<file path="config.mk">
export PLATFORM = sky130hd
export DESIGN_NAME = cam_burst_wr_flat
export DESIGN_NICKNAME = d
export VERILOG_FILES = /design/src/rtl/cam_pkg.sv /design/src/rtl/cam_burst_wr_if.sv /design/src/rtl/sync_fifo_16.sv /design/src/rtl/cam_burst_wr.sv /design/src/flat_wrapper.sv
export SDC_FILE = /design/constraint.sdc
export NUM_CORES = 1
export LEC_CHECK = 0
export ABC_AREA = 0
export CORE_UTILIZATION = 60
export CTS_CLUSTER_SIZE = 8
export DETAILED_ROUTE_END_ITERATION = 8
export DONT_BUFFER_PORTS = 1
export PLACE_DENSITY = 0.76
export SYNTH_ARGS = -nofsm -noshare
export SYNTH_HDL_FRONTEND = slang
export SYNTH_SLANG_ARGS = --single-unit
</file>
<file path="constraint.sdc">
create_clock -name cmos_pclk -period 3.2 [get_ports cmos_pclk]
set_input_delay 0.32 -clock cmos_pclk [delete_from_list [all_inputs] [get_ports cmos_pclk]]
set_output_delay 0.32 -clock cmos_pclk [all_outputs]
set_load 0.02 [all_outputs]
</file>
<file path="src/rtl/cam_pkg.sv">
// Shared types and default parameters for the camera-to-SDRAM burst writer.
package cam_pkg;

  localparam int BURST_LEN_DEF  = 8;
  localparam int FIFO_DEPTH_DEF = 16;
  localparam int ADDR_W_DEF     = 22;
  localparam int FRAME_BASE_DEF = 0;

  typedef enum logic [1:0] {
    IDLE = 2'd0,
    REQ  = 2'd1,
    XFER = 2'd2,
    DONE = 2'd3
  } wr_state_t;

  // Width of a burst-length field able to hold the value burst_len itself.
  function automatic int len_bits(input int burst_len);
    return $clog2(burst_len) + 1;
  endfunction

endpackage

</file>
<file path="src/rtl/cam_burst_wr_if.sv">
// SDRAM write-side handshake between the burst writer (master) and the controller (slave).
interface cam_burst_wr_if import cam_pkg::*; #(
  parameter int ADDR_W = ADDR_W_DEF,
  parameter int LEN_W  = len_bits(BURST_LEN_DEF)
);
  logic              sdr_wr_req;
  logic [ADDR_W-1:0] sdr_wr_addr;
  logic [LEN_W-1:0]  sdr_wr_len;
  logic              sdr_wr_ack;
  logic              sdr_wr_pop;
  logic [15:0]       sdr_wr_data;

  modport master (
    output sdr_wr_req, sdr_wr_addr, sdr_wr_len, sdr_wr_data,
    input  sdr_wr_ack, sdr_wr_pop
  );

  modport slave (
    input  sdr_wr_req, sdr_wr_addr, sdr_wr_len, sdr_wr_data,
    output sdr_wr_ack, sdr_wr_pop
  );
endinterface

</file>
<file path="src/rtl/sync_fifo_16.sv">
// Single-clock show-ahead FIFO of 16-bit words with occupancy count.
module sync_fifo_16 import cam_pkg::*; #(
  parameter int DEPTH = FIFO_DEPTH_DEF
) (
  input  logic                 clk,
  input  logic                 rst_n,
  input  logic                 push,
  input  logic                 pop,
  input  logic [15:0]          din,
  output logic [15:0]          dout,
  output logic [$clog2(DEPTH):0] count,
  output logic                 full,
  output logic                 empty
);
  localparam int PW = $clog2(DEPTH);
  localparam logic [PW:0] FULL_COUNT = (PW+1)'(DEPTH);

  logic [15:0]   mem [DEPTH];
  logic [PW-1:0] wr_idx;
  logic [PW-1:0] rd_idx;
  logic          do_push;
  logic          do_pop;

  assign full    = (count == FULL_COUNT);
  assign empty   = (count == '0);
  assign do_push = push & ~full;
  assign do_pop  = pop & ~empty;

  // Head word is forced to zero while empty so the bus reads 0 out of reset.
  assign dout = empty ? 16'h0000 : mem[rd_idx];

  always_ff @(posedge clk or negedge rst_n) begin
    if (!rst_n) begin
      wr_idx <= '0;
      rd_idx <= '0;
      count  <= '0;
    end else begin
      if (do_push) wr_idx <= wr_idx + PW'(1);
      if (do_pop)  rd_idx <= rd_idx + PW'(1);
      case ({do_push, do_pop})
        2'b10:   count <= count + (PW+1)'(1);
        2'b01:   count <= count - (PW+1)'(1);
        default: count <= count;
      endcase
    end
  end

  always_ff @(posedge clk) begin
    if (do_push) mem[wr_idx] <= din;
  end

endmodule

</file>
<file path="src/rtl/cam_burst_wr.sv">
// Buffers captured RGB565 pixels and writes them to SDRAM as length-tagged bursts,
// flushing the partial tail at frame end and pulsing frame_done once drained.
module cam_burst_wr import cam_pkg::*; #(
  parameter int BURST_LEN  = BURST_LEN_DEF,
  parameter int FIFO_DEPTH = FIFO_DEPTH_DEF,
  parameter int ADDR_W     = ADDR_W_DEF,
  parameter int FRAME_BASE = FRAME_BASE_DEF
) (
  input  logic        cmos_pclk,
  input  logic        rst_n,
  input  logic [15:0] data_16b,
  input  logic        data_16b_en,
  input  logic        cmos_data_valid,
  cam_burst_wr_if.master sdr,
  output logic        frame_done,
  output logic        fifo_ovf
);
  localparam int LEN_W = len_bits(BURST_LEN);
  localparam int CNT_W = $clog2(FIFO_DEPTH) + 1;
  localparam logic [LEN_W-1:0]  FULL_LEN  = LEN_W'(BURST_LEN);
  localparam logic [CNT_W-1:0]  BURST_CNT = CNT_W'(BURST_LEN);
  localparam logic [ADDR_W-1:0] BASE_ADDR = ADDR_W'(FRAME_BASE);

  wr_state_t         state, next_state;
  logic [LEN_W-1:0]  len_r, next_len;
  logic [LEN_W-1:0]  pop_cnt;
  logic [ADDR_W-1:0] wr_ptr;
  logic              valid_d, frame_start, frame_end;
  logic              flush_pend, reload_pend;

  logic [CNT_W-1:0]  fifo_count;
  logic [15:0]       fifo_dout;
  logic              fifo_full, fifo_empty;
  logic              push_req, ovf_event, pop_fire, xfer_last;

  assign push_req  = data_16b_en & cmos_data_valid;
  assign ovf_event = push_req & fifo_full;
  assign pop_fire  = (state == XFER) & sdr.sdr_wr_pop & ~fifo_empty;
  assign xfer_last = pop_fire & (pop_cnt == len_r - LEN_W'(1));

  sync_fifo_16 #(.DEPTH(FIFO_DEPTH)) u_fifo (
    .clk   (cmos_pclk),
    .rst_n (rst_n),
    .push  (push_req),
    .pop   (pop_fire),
    .din   (data_16b),
    .dout  (fifo_dout),
    .count (fifo_count),
    .full  (fifo_full),
    .empty (fifo_empty)
  );

  assign sdr.sdr_wr_data = fifo_dout;

  always_ff @(posedge cmos_pclk or negedge rst_n) begin
    if (!rst_n) state <= IDLE;
    else        state <= next_state;
  end

  always_comb begin
    next_state = state;
    next_len   = len_r;
    case (state)
      IDLE: begin
        if (fifo_count >= BURST_CNT) begin
          next_state = REQ;
          next_len   = FULL_LEN;
        end else if (flush_pend && !fifo_empty) begin
          // count is below BURST_LEN in this branch, so it fits the length field
          next_state = REQ;
          next_len   = fifo_count[LEN_W-1:0];
        end else if (flush_pend) begin
          next_state = DONE;
        end
      end
      REQ:     if (sdr.sdr_wr_ack) next_state = XFER;
      XFER:    if (xfer_last) next_state = IDLE;
      DONE:    next_state = IDLE;
      default: next_state = IDLE;
    endcase
  end

  always_comb begin
    sdr.sdr_wr_req  = 1'b0;
    sdr.sdr_wr_addr = '0;
    sdr.sdr_wr_len  = '0;
    frame_done      = 1'b0;
    case (state)
      REQ: begin
        sdr.sdr_wr_req  = 1'b1;
        sdr.sdr_wr_addr = wr_ptr;
        sdr.sdr_wr_len  = len_r;
      end
      XFER: begin
        sdr.sdr_wr_addr = wr_ptr;
        sdr.sdr_wr_len  = len_r;
      end
      DONE:    frame_done = 1'b1;
      default: ;
    endcase
  end

  always_ff @(posedge cmos_pclk or negedge rst_n) begin
    if (!rst_n) begin
      valid_d     <= 1'b0;
      frame_start <= 1'b0;
      frame_end   <= 1'b0;
      fifo_ovf    <= 1'b0;
      flush_pend  <= 1'b0;
      reload_pend <= 1'b0;
      len_r       <= '0;
      pop_cnt     <= '0;
      wr_ptr      <= BASE_ADDR;
    end else begin
      valid_d     <= cmos_data_valid;
      frame_start <= cmos_data_valid & ~valid_d;
      frame_end   <= ~cmos_data_valid & valid_d;
      len_r       <= next_len;

      if (ovf_event)        fifo_ovf <= 1'b1;
      else if (frame_start) fifo_ovf <= 1'b0;

      if (frame_end)          flush_pend <= 1'b1;
      else if (state == DONE) flush_pend <= 1'b0;

      if (state != XFER) pop_cnt <= '0;
      else if (pop_fire) pop_cnt <= pop_cnt + LEN_W'(1);

      // A new frame arriving while the old one still drains must not move the
      // pointer until the old frame's tail has been written.
      if (state == DONE)                  reload_pend <= 1'b0;
      else if (frame_start && flush_pend) reload_pend <= 1'b1;

      if (state == DONE && (reload_pend || frame_start)) wr_ptr <= BASE_ADDR;
      else if (frame_start && !flush_pend)              wr_ptr <= BASE_ADDR;
      else if (xfer_last)                               wr_ptr <= wr_ptr + ADDR_W'(len_r);
    end
  end

endmodule
</file>
<file path="src/flat_wrapper.sv">
// flat-port wrapper written by rule: the top's interface ports become plain ports
module cam_burst_wr_flat import cam_pkg::*;
#(
  parameter int BURST_LEN  = BURST_LEN_DEF,
  parameter int FIFO_DEPTH = FIFO_DEPTH_DEF,
  parameter int ADDR_W     = ADDR_W_DEF,
  parameter int FRAME_BASE = FRAME_BASE_DEF
)
  (cmos_pclk, rst_n, data_16b, data_16b_en, cmos_data_valid, frame_done, fifo_ovf, sdr_sdr_wr_req, sdr_sdr_wr_addr, sdr_sdr_wr_len, sdr_sdr_wr_data, sdr_sdr_wr_ack, sdr_sdr_wr_pop);
  cam_burst_wr_if #(.ADDR_W(ADDR_W)) sdr_i ();
  input  logic cmos_pclk;
  input  logic rst_n;
  input  logic [15:0] data_16b;
  input  logic data_16b_en;
  input  logic cmos_data_valid;
  output logic frame_done;
  output logic fifo_ovf;
  output wire logic [$bits(sdr_i.sdr_wr_req)-1:0] sdr_sdr_wr_req;
  output wire logic [$bits(sdr_i.sdr_wr_addr)-1:0] sdr_sdr_wr_addr;
  output wire logic [$bits(sdr_i.sdr_wr_len)-1:0] sdr_sdr_wr_len;
  output wire logic [$bits(sdr_i.sdr_wr_data)-1:0] sdr_sdr_wr_data;
  input wire logic [$bits(sdr_i.sdr_wr_ack)-1:0] sdr_sdr_wr_ack;
  input wire logic [$bits(sdr_i.sdr_wr_pop)-1:0] sdr_sdr_wr_pop;
  assign sdr_sdr_wr_req = sdr_i.sdr_wr_req;
  assign sdr_sdr_wr_addr = sdr_i.sdr_wr_addr;
  assign sdr_sdr_wr_len = sdr_i.sdr_wr_len;
  assign sdr_sdr_wr_data = sdr_i.sdr_wr_data;
  assign sdr_i.sdr_wr_ack = sdr_sdr_wr_ack;
  assign sdr_i.sdr_wr_pop = sdr_sdr_wr_pop;
  cam_burst_wr #(.BURST_LEN(BURST_LEN), .FIFO_DEPTH(FIFO_DEPTH), .ADDR_W(ADDR_W), .FRAME_BASE(FRAME_BASE)) u_core (.cmos_pclk(cmos_pclk), .rst_n(rst_n), .data_16b(data_16b), .data_16b_en(data_16b_en), .cmos_data_valid(cmos_data_valid), .sdr(sdr_i), .frame_done(frame_done), .fifo_ovf(fifo_ovf));
endmodule
</file>
==> results_dict.tcl, run 1 <==
set metrics [dict create \
    run_status "complete, but fails checks" \
    violations "hold timing" \
    cp-startpoint "u_core.u_fifo.rd_idx[0]" \
    fmax_mhz 333 \
    yosys.area.top_type "edfxtp_1" \
    gp_congestion 0.796 \
    drt_iter0_markers 563 \
    multiInputGateArea_um2 3630 \
    routed_wl_um 28300 \
    endpoint_kind "output port" \
    die_area_um2 22000 \
    drv_cap 0 \
    hold_path.class "input port to flip-flop" \
    cp_max_fo 14 \
    post-route-period-util 0.938 \
    setup_viol 0 \
    routedWlPerCell_um 26.5 \
    numCtsBuffers 44 \
    hold_ws_ns -0.00215 \
    seq_area_frac_synth 0.699 \
    post_cts_resized 0 \
    cp-start-kind "flip-flop" \
    viasPerCell 6.51 \
    grt_pass1_vias 7292 \
    pin_count 67 \
    final_hold_viol_count 1 \
    cts_root_buf "clkbuf_16" \
    die_w_um 148 \
    synth_warnings 0 \
    setup.worst_path.end "sdr_sdr_wr_data[14]" \
    antenna_found_initial 0 \
    grt_pass1_wl_um 42800 \
    synthCells 703 \
    rsz0062_at_grt "false" \
    cp.required_ns 2.88 \
    synth.top_cell.area_share 0.599 \
    finalSetupTns_ns 0 \
    reg2reg_from "u_core.u_fifo.count[1]" \
    worst_r2r_path_depth 12 \
    reg2reg_to "u_core.u_fifo.count[4]" \
    htree_levels 2 \
    crit_arrival_ns 2.68 \
    netlist_area_um2 12800 \
    finalNetCount 814 \
    io_buffer_count 0 \
    relSlewSlack 0.445 \
    area_growth_pct 15.3 \
    fillers 1261 \
    first_pass_iters 5 \
    clkTransAtPathRegs_ns 0.05 \
    p_per_area_nw_per_um2 865 \
    ys_async_sr_fraction 0.166 \
    synth_nets 747 \
    dieHeight_um 148 \
    clock_latency_ns 0.53 \
    drv_slew 0 \
    globalRouteTotalUtil 0.269 \
    synth_edf_count 256 \
    drc 0 \
    synth_flop_cell "edfxtp_1" \
    avgSynthCellArea_um2 18.2 \
    tightest_slew_ns 0.826 \
    reg2reg_slack_ns 0.36 \
    min_period_ns 3.00 \
    cts.sinks 307 \
    antenna_cells 0 \
    place_hpwl_um 15800 \
    vias 6951 \
    initial_core_util 0.610 \
    worstSetupPathType "flip-flop to output port" \
    grt_max_degree 52 \
    slowest_stage "dfrtp_4" \
    antenna_left 0 \
    critPathMostFrequentCell "mux4_2" \
    seqCellArea_um2 8970 \
    ir_worst_vdd_mv 0.536 \
    synth.area.top_cells "edfxtp_1, mux4_2, dfrtp_1, ha_1, and2_1" \
    layout-drive-gt1-share 0.218 \
    cts_buffer_depth 3 \
    grt_overflow 0 \
    worst_path_largest_cell_delay_ns 0.64 \
    core_area_um2 21000 \
    cp_cell_sequence "buf_4, mux4_2, mux4_2, nor2b_1" \
    num_rows 53 \
    yosysUniqueCellTypes 48 \
    p_leak_nw 5.10 \
    fin_worst_skew_ns 0.0182 \
    cts_tree "done" \
    ys_seq_elements 307 \
]
## worst max-delay path: cells and delay by family, from the launching register on
kind / cells / cell delay, ns
multiplexers: 2 / 1.01
flip-flops: 1 / 0.64
buffers and inverters: 1 / 0.29
AND/OR/NAND/NOR: 1 / 0.22
## state kept, by name, indices dropped and copies added, names as in the netlist
name                  cells
u_core.wr_ptr            22
u_core.u_fifo.rd_idx      4
u_core.valid_d            1
u_core.state              2
u_core.u_fifo.wr_idx      4
u_core.frame_start        1
u_core.len_r              4
u_core.flush_pend         1
u_core.u_fifo.mem       256
u_core.frame_end          1
u_core.pop_cnt            4
u_core.fifo_ovf           1
u_core.u_fifo.count       5
u_core.reload_pend        1
## how the worst min path moves through the flow
stage,startpoint,cells past startpoint,slack (ns),endpoint
3_3_place_gp,rst_n,0,0.03,u_core.wr_ptr[18]
3_5_place_dp,rst_n,0,0.03,u_core.wr_ptr[18]
2_1_floorplan,rst_n,0,0.02,u_core.fifo_ovf
4_1_cts,cmos_data_valid,2,0.0003,u_core.fifo_ovf
5_1_grt,cmos_data_valid,2,0.02,u_core.fifo_ovf
6_report,cmos_data_valid,2,-0.002,u_core.fifo_ovf
## final cells by class
cell class	instances	share of cell area
sequential	307	0.607
clock buffer	66	0.0815
multi-input combinational	340	0.246
timing repair buffer	52	0.0347
inverter	25	0.00635
tap	275	0.0233
clock inverter	3	0.00169
## layer usage
metal	up-vias	track usage	share of wire
li1	2930	-	-
met1	3610	0.332	0.37
met2	320	0.462	0.52
met3	91	0.0555	0.072
met4	0	0.121	0.037
met5	-	0	0
## where the power goes
part / switching [W] / internal [W]
sequential: 0.000326 / 0.00466
combinational: 0.00193 / 0.00171
clock: 0.00159 / 0.00256
total: 0.00385 / 0.00893
## per-stage QoR
| stage | total power, W | std cells | util | area, µm² | worst slack, ns |
|---|---|---|---|---|---|
| after floorplan | 0.00766 | 703 | - | 12800 | 0.562 |
| after global placement | 0.00842 | 979 | 0.634 | 13300 | 0.529 |
| after detailed placement | 0.00854 | 979 | 0.634 | 13300 | 0.385 |
| after CTS | 0.0128 | 1068 | 0.703 | 14800 | 0.153 |
| after global routing | 0.0133 | 1068 | 0.703 | 14800 | 0.112 |
| final | 0.0128 | 1068 | 0.703 | 14800 | 0.198 |
## cell families (layout without fill, tap and decap cells)
group           count (synthesis)  count (layout)  share of synthesized area
flops                         307             307                      0.699
simple gates                  145             145                     0.0655
mux                            88              88                      0.147
compound gates                 65              65                     0.0334
buf+inv                        56             146                     0.0179
fa+ha+maj                      22              22                     0.0226
xor+xnor                       20              20                     0.0147
## cells in the mapped netlist, drive strengths merged, types with 2 or more instances
library cell    n
o31ai          15
or4            15
dfrtp          51
mux4           80
mux2i           5
xor2            6
buf            10
a211oi          2
clkbuf         21
nor2b          21
nand2          18
a21o            3
nand3           8
and2           35
a21oi          21
a22o            4
inv            25
mux2            3
edfxtp        256
fa              2
or3             3
nand4           5
and4            2
o21ai          13
and3           10
nor2           18
xnor2          13
or2             2
nor3            5
ha             20
## timing repair
action                                  CTS  global route
setup buffers                             1             0
endpoints found under the setup margin    1             0
hold buffers                             19             0
hold endpoints to repair                310             0
## placed cells by master, fill, tap and decap left out, types with 18 or more instances in the layout
master,instances
ha_1,20
buf_4,29
dlygate4sd3_1,18
edfxtp_1,256
inv_1,25
mux4_2,80
nor2b_1,21
clkbuf_16,45
dfrtp_1,49
a21oi_1,21
clkbuf_1,21
nand2_1,18
and2_1,35
Power figures use the tool's default switching activity.
==> run 2: changes to the inputs <==
--- a/config.mk
+++ b/config.mk
@@ -10,6 +10,7 @@
 export CTS_CLUSTER_SIZE = 8
 export DETAILED_ROUTE_END_ITERATION = 8
 export DONT_BUFFER_PORTS = 1
+export HOLD_SLACK_MARGIN = 0.08
 export PLACE_DENSITY = 0.76
 export SYNTH_ARGS = -nofsm -noshare
 export SYNTH_HDL_FRONTEND = slang
==> results_dict.tcl, run 2 (synthesized netlist as in run 1, its figures left out) <==
set metrics [dict create \
    io_buffer_count 0 \
    drc 0 \
    drv_cap 0 \
    tightest_slew_ns 0.832 \
    endpoint_kind "output port" \
    p_per_area_nw_per_um2 864 \
    cp-startpoint "u_core.u_fifo.rd_idx[0]" \
    fillers 1260 \
    drv_slew 0 \
    regMostFlops "u_core.u_fifo.mem" \
    core_area_um2 21000 \
    place_hpwl_um 15800 \
    die_area_um2 22000 \
    setup_viol 0 \
    routedWlPerCell_um 26.5 \
    gr-usage-met3 0.0555 \
    cp_max_fo 14 \
    run_status "completed" \
    initial_core_util 0.610 \
    fmax_mhz 334 \
    num_rows 53 \
    reg2reg_from "u_core.u_fifo.count[1]" \
    largest_reg_flops 256 \
    setup.worst_path.end "sdr_sdr_wr_data[14]" \
    antenna_found_initial 0 \
    pin_count 67 \
    utilization 0.704 \
    worstSetupPathType "flip-flop to output port" \
    htree_levels 2 \
    busiest_layer "met2" \
    post-route-period-util 0.937 \
    finalNetCount 816 \
    min_period_ns 3.00 \
    grt_overflow 0 \
    grt_max_degree 52 \
    relSlewSlack 0.441 \
    layout-drive-gt1-share 0.218 \
    cp.required_ns 2.88 \
    final_hold_viol_count 0 \
    clock_latency_ns 0.53 \
    ir_worst_vdd_mv 0.536 \
    clkTransAtPathRegs_ns 0.05 \
    drt_iter0_markers 533 \
    viasPerCell 6.52 \
    reg2reg_slack_ns 0.36 \
    cp-start-kind "flip-flop" \
    grt_pass1_wl_um 42800 \
    use_met2 0.462 \
    hold_path.class "input port to flip-flop" \
    globalRouteTotalUtil 0.269 \
    cts_tree "done" \
    post_cts_resized 0 \
    use_met1 0.332 \
    antenna_left 0 \
    finalSetupTns_ns 0 \
    final_common_cell "edfxtp_1" \
    p_leak_nw 5.11 \
    cts_root_buf "clkbuf_16" \
    worst_r2r_path_depth 12 \
    cts.sinks 307 \
    area_growth_pct 15.4 \
    rsz0062_at_grt "false" \
    vias 6974 \
    die_w_um 148 \
    crit_arrival_ns 2.68 \
    antenna_cells 0 \
    first_pass_iters 5 \
    reg2reg_to "u_core.u_fifo.count[4]" \
    top_regs "u_core.u_fifo.mem: 256 flops, u_core.wr_ptr: 22 flops, u_core.u_fifo.count: 5 flops" \
    gp_congestion 0.796 \
    most-common-layout-cells "edfxtp_1, mux4_2, dfrtp_1" \
    numCtsBuffers 44 \
    dieHeight_um 148 \
    routed_wl_um 28300 \
    grt_pass1_vias 7301 \
    fin_worst_skew_ns 0.0182 \
    cts_buffer_depth 3 \
]
==> run 2: cell count changes in the layout (fill, tap and decap cells not counted) <==
| cell | before | now |
|---|---|---|
| dlygate4sd3_1 | 18 | 20 |
==> run 2: power by group <==
group	leakage (nW)	switching, W	internal [W]
sequential	2.97	0.000329	0.00466
clock	0.589	0.00159	0.00256
combinational	1.55	0.00194	0.00171
==> run 2: worst min path at each step <==
stage,startpoint,to,slack (ns),depth (start not counted)
2_1_floorplan,rst_n,u_core.fifo_ovf,0.02,0
3_3_place_gp,rst_n,u_core.wr_ptr[18],0.03,0
3_5_place_dp,rst_n,u_core.wr_ptr[18],0.03,0
4_1_cts,sdr_sdr_wr_ack,u_core.state[1],0.15,2
5_1_grt,sdr_sdr_wr_ack,u_core.state[1],0.18,2
6_report,sdr_sdr_wr_ack,u_core.state[1],0.15,2
==> run 2: what timing repair did <==
| action | CTS | global route |
|---|---|---|
| setup buffers | 1 | 0 |
| hold buffers | 21 | 0 |
| hold endpoints to repair | 313 | 0 |
| endpoints found under the setup margin | 1 | 0 |
==> run 2: worst max-delay path: stages (launching register included) <==
cell and delay (ns):
dfrtp_4 0.64, buf_4 0.29, mux4_2 0.54, mux4_2 0.46, nor2b_1 0.22
==> run 2: area by class of cell <==
class                      instances  area [µm²]  area share
clock buffer                      66        1200      0.0814
clock inverter                     3        25.0     0.00169
inverter                          25        93.8     0.00634
multi-input combinational        340        3630       0.246
sequential                       307        8970       0.606
tap                              275         344      0.0232
timing repair buffer              54         533      0.0360
==> run 2: metrics by stage <==
stage	total power [W]	cell area, µm²	hold slack, ns	setup slack (ns)	std cells
4_1_cts	0.0129	14800	0.150	0.153	1070
5_1_grt	0.0133	14800	0.177	0.112	1070
2_1_floorplan	0.00766	12800	0.0244	0.562	703
3_5_place_dp	0.00854	13300	0.0257	0.385	979
3_3_place_gp	0.00842	13300	0.0257	0.529	979
6_report	0.0128	14800	0.153	0.202	1070
==> run 2: metal layers <==
metal  share of wire  wire (µm)
met1            0.37      10500
met2            0.52      14700
met3           0.074       2100
met4           0.036       1020
met5               0          0
==> run 3: changes to the inputs <==
--- a/config.mk
+++ b/config.mk
@@ -7,6 +7,7 @@
 export LEC_CHECK = 0
 export ABC_AREA = 0
 export CORE_UTILIZATION = 60
+export CTS_BUF_LIST = sky130_fd_sc_hd__clkbuf_4 sky130_fd_sc_hd__clkbuf_8
 export CTS_CLUSTER_SIZE = 8
 export DETAILED_ROUTE_END_ITERATION = 8
 export DONT_BUFFER_PORTS = 1
==> results_dict.tcl, run 3 (synthesized netlist as in run 1, its figures left out) <==
set metrics [dict create \
    run_status "completed" \
    grt_pass1_wl_um 40500 \
    grt_pass1_vias 7046 \
    worst_path_largest_cell_delay_ns 0.63 \
    htree_levels 2 \
    dp_worst_setup_slack_ns 0.385 \
    reg2reg_slack_ns 0.34 \
    worst_r2r_path_depth 11 \
    area_growth_pct 13.0 \
    p_per_area_nw_per_um2 807 \
    cp_cell_sequence "buf_4, mux4_2, mux4_2, nor2b_1" \
    slowest_stage "dfrtp_4" \
    antenna_left 0 \
    cts.sinks 307 \
    endpoint_kind "output port" \
    rsz0062_at_grt "false" \
    die_w_um 148 \
    io_buffer_count 0 \
    regMostFlops "u_core.u_fifo.mem" \
    globalRouteTotalUtil 0.252 \
    cts_root_buf "clkbuf_8" \
    routedWlPerCell_um 24.3 \
    num_rows 53 \
    relSlewSlack 0.450 \
    numCtsBuffers 48 \
    layout-drive-gt1-share 0.249 \
    grt_max_degree 52 \
    final_common_cell "edfxtp_1" \
    final_hold_viol_count 0 \
    dieHeight_um 148 \
    fin_ws_ns 0.196 \
    core_area_um2 21000 \
    grt_overflow 0 \
    routed_wl_um 26300 \
    hold_path.class "input port to flip-flop" \
    cts_tree "done" \
    fillers 1311 \
    finalNonFillerCells 1082 \
    clkTransAtPathRegs_ns 0.06 \
    multiInputGateArea_um2 3630 \
    vias 6774 \
    drv_slew 0 \
    antenna_found_initial 0 \
    fin_worst_skew_ns 0.0275 \
    drt_iter0_markers 629 \
    finalSetupTns_ns 0 \
    setup_viol 0 \
    die_area_um2 22000 \
    cp.required_ns 2.88 \
    drv_cap 0 \
    cp_max_fo 14 \
    drc 0 \
    critPathMostFrequentCell "mux4_2" \
    viasPerCell 6.26 \
    cp-start-kind "flip-flop" \
    tightest_slew_ns 0.819 \
    post_cts_resized 0 \
    initial_core_util 0.610 \
    seqCellArea_um2 8970 \
    ir_worst_vdd_mv 0.474 \
    min_period_ns 3.00 \
    place_hpwl_um 15800 \
    pin_count 67 \
    most-common-layout-cells "edfxtp_1, mux4_2, clkbuf_8" \
    crit_arrival_ns 2.68 \
    cts_buffer_depth 3 \
    hold_ws_ns 0.134 \
    finalNetCount 820 \
    placed_cells 979 \
    clock_latency_ns 0.55 \
    fmax_mhz 333 \
    min_path_cells 2 \
    top_regs "u_core.u_fifo.mem: 256 flops, u_core.wr_ptr: 22 flops, u_core.u_fifo.count: 5 flops" \
    post-route-period-util 0.939 \
    first_pass_iters 5 \
    largest_reg_flops 256 \
    p_leak_nw 5.01 \
    gp_congestion 0.796 \
    worstSetupPathType "flip-flop to output port" \
]
-- run 3: changes by cell type in the layout (fill, tap and decap cells not counted) --
| cell | previous run | this run |
|---|---|---|
| buf_16 | 2 | 1 |
| buf_8 | 0 | 1 |
| clkbuf_1 | 21 | 0 |
| clkbuf_16 | 45 | 0 |
| clkbuf_4 | 0 | 18 |
| clkbuf_8 | 0 | 55 |
| clkinv_1 | 0 | 4 |
| clkinv_2 | 0 | 1 |
| clkinvlp_4 | 1 | 2 |
| diode_2 | 0 | 1 |
| inv_6 | 2 | 0 |
-- run 3: final timing paths --
| path | start | end |
|---|---|---|
| worst max register to register | u_core.u_fifo.count[0] | u_core.u_fifo.count[4] |
| worst max-delay path | u_core.u_fifo.rd_idx[0] | sdr_sdr_wr_data[14] |
| worst min-delay path | sdr_sdr_wr_ack | u_core.state[1] |
| max in group asynchronous | rst_n | u_core.u_fifo.rd_idx[0] |
| worst min register to register | u_core.valid_d | u_core.frame_start |
| min in group asynchronous | rst_n | u_core.wr_ptr[20] |
-- run 3: power breakdown --
part | switching [W] | internal [W] | leakage, nW
registers | 0.000308 | 0.00465 | 2.97
logic | 0.00188 | 0.00169 | 1.55
clock network | 0.00140 | 0.00176 | 0.489
-- run 3: area by class of cell --
type	count	area share
well taps	275	0.0237
inverters	25	0.00648
diodes	1	0.000173
clock inverters	7	0.00242
multi-input cells	340	0.251
flip-flops and latches	307	0.619
clock buffers	73	0.0616
repair buffers	54	0.0359
-- run 3: worst max-delay path, delay by kind of cell (launching register included) --
kind | cells | cell delay, ns
AND/OR/NAND/NOR | 1 | 0.21
buffers and inverters | 1 | 0.29
flip-flops | 1 | 0.63
multiplexers | 2 | 1.00
-- run 3: through the flow --
step | utilization | instance area (µm²) | power, W
detailed placement | 0.634 | 13300 | 0.00854
global placement | 0.634 | 13300 | 0.00842
CTS | 0.689 | 14500 | 0.0118
global route | 0.689 | 14500 | 0.0122
finish | 0.689 | 14500 | 0.0117
floorplan | - | 12800 | 0.00766
-- run 3: repair_timing --
item                                    in CTS  in global routing
endpoints found under the hold margin      313                  0
hold buffers                                21                  0
setup buffers                                1                  0
endpoints found under the setup margin       4                  0
-- run 3: routing by layer --
metal	global-route usage	share of wire	vias up	routed length [µm]
met4	0.0840	0.025	0	657
met5	0	0	-	0
met2	0.431	0.51	259	13500
li1	-	-	2936	-
met3	0.0482	0.065	63	1720
met1	0.328	0.40	3516	10400
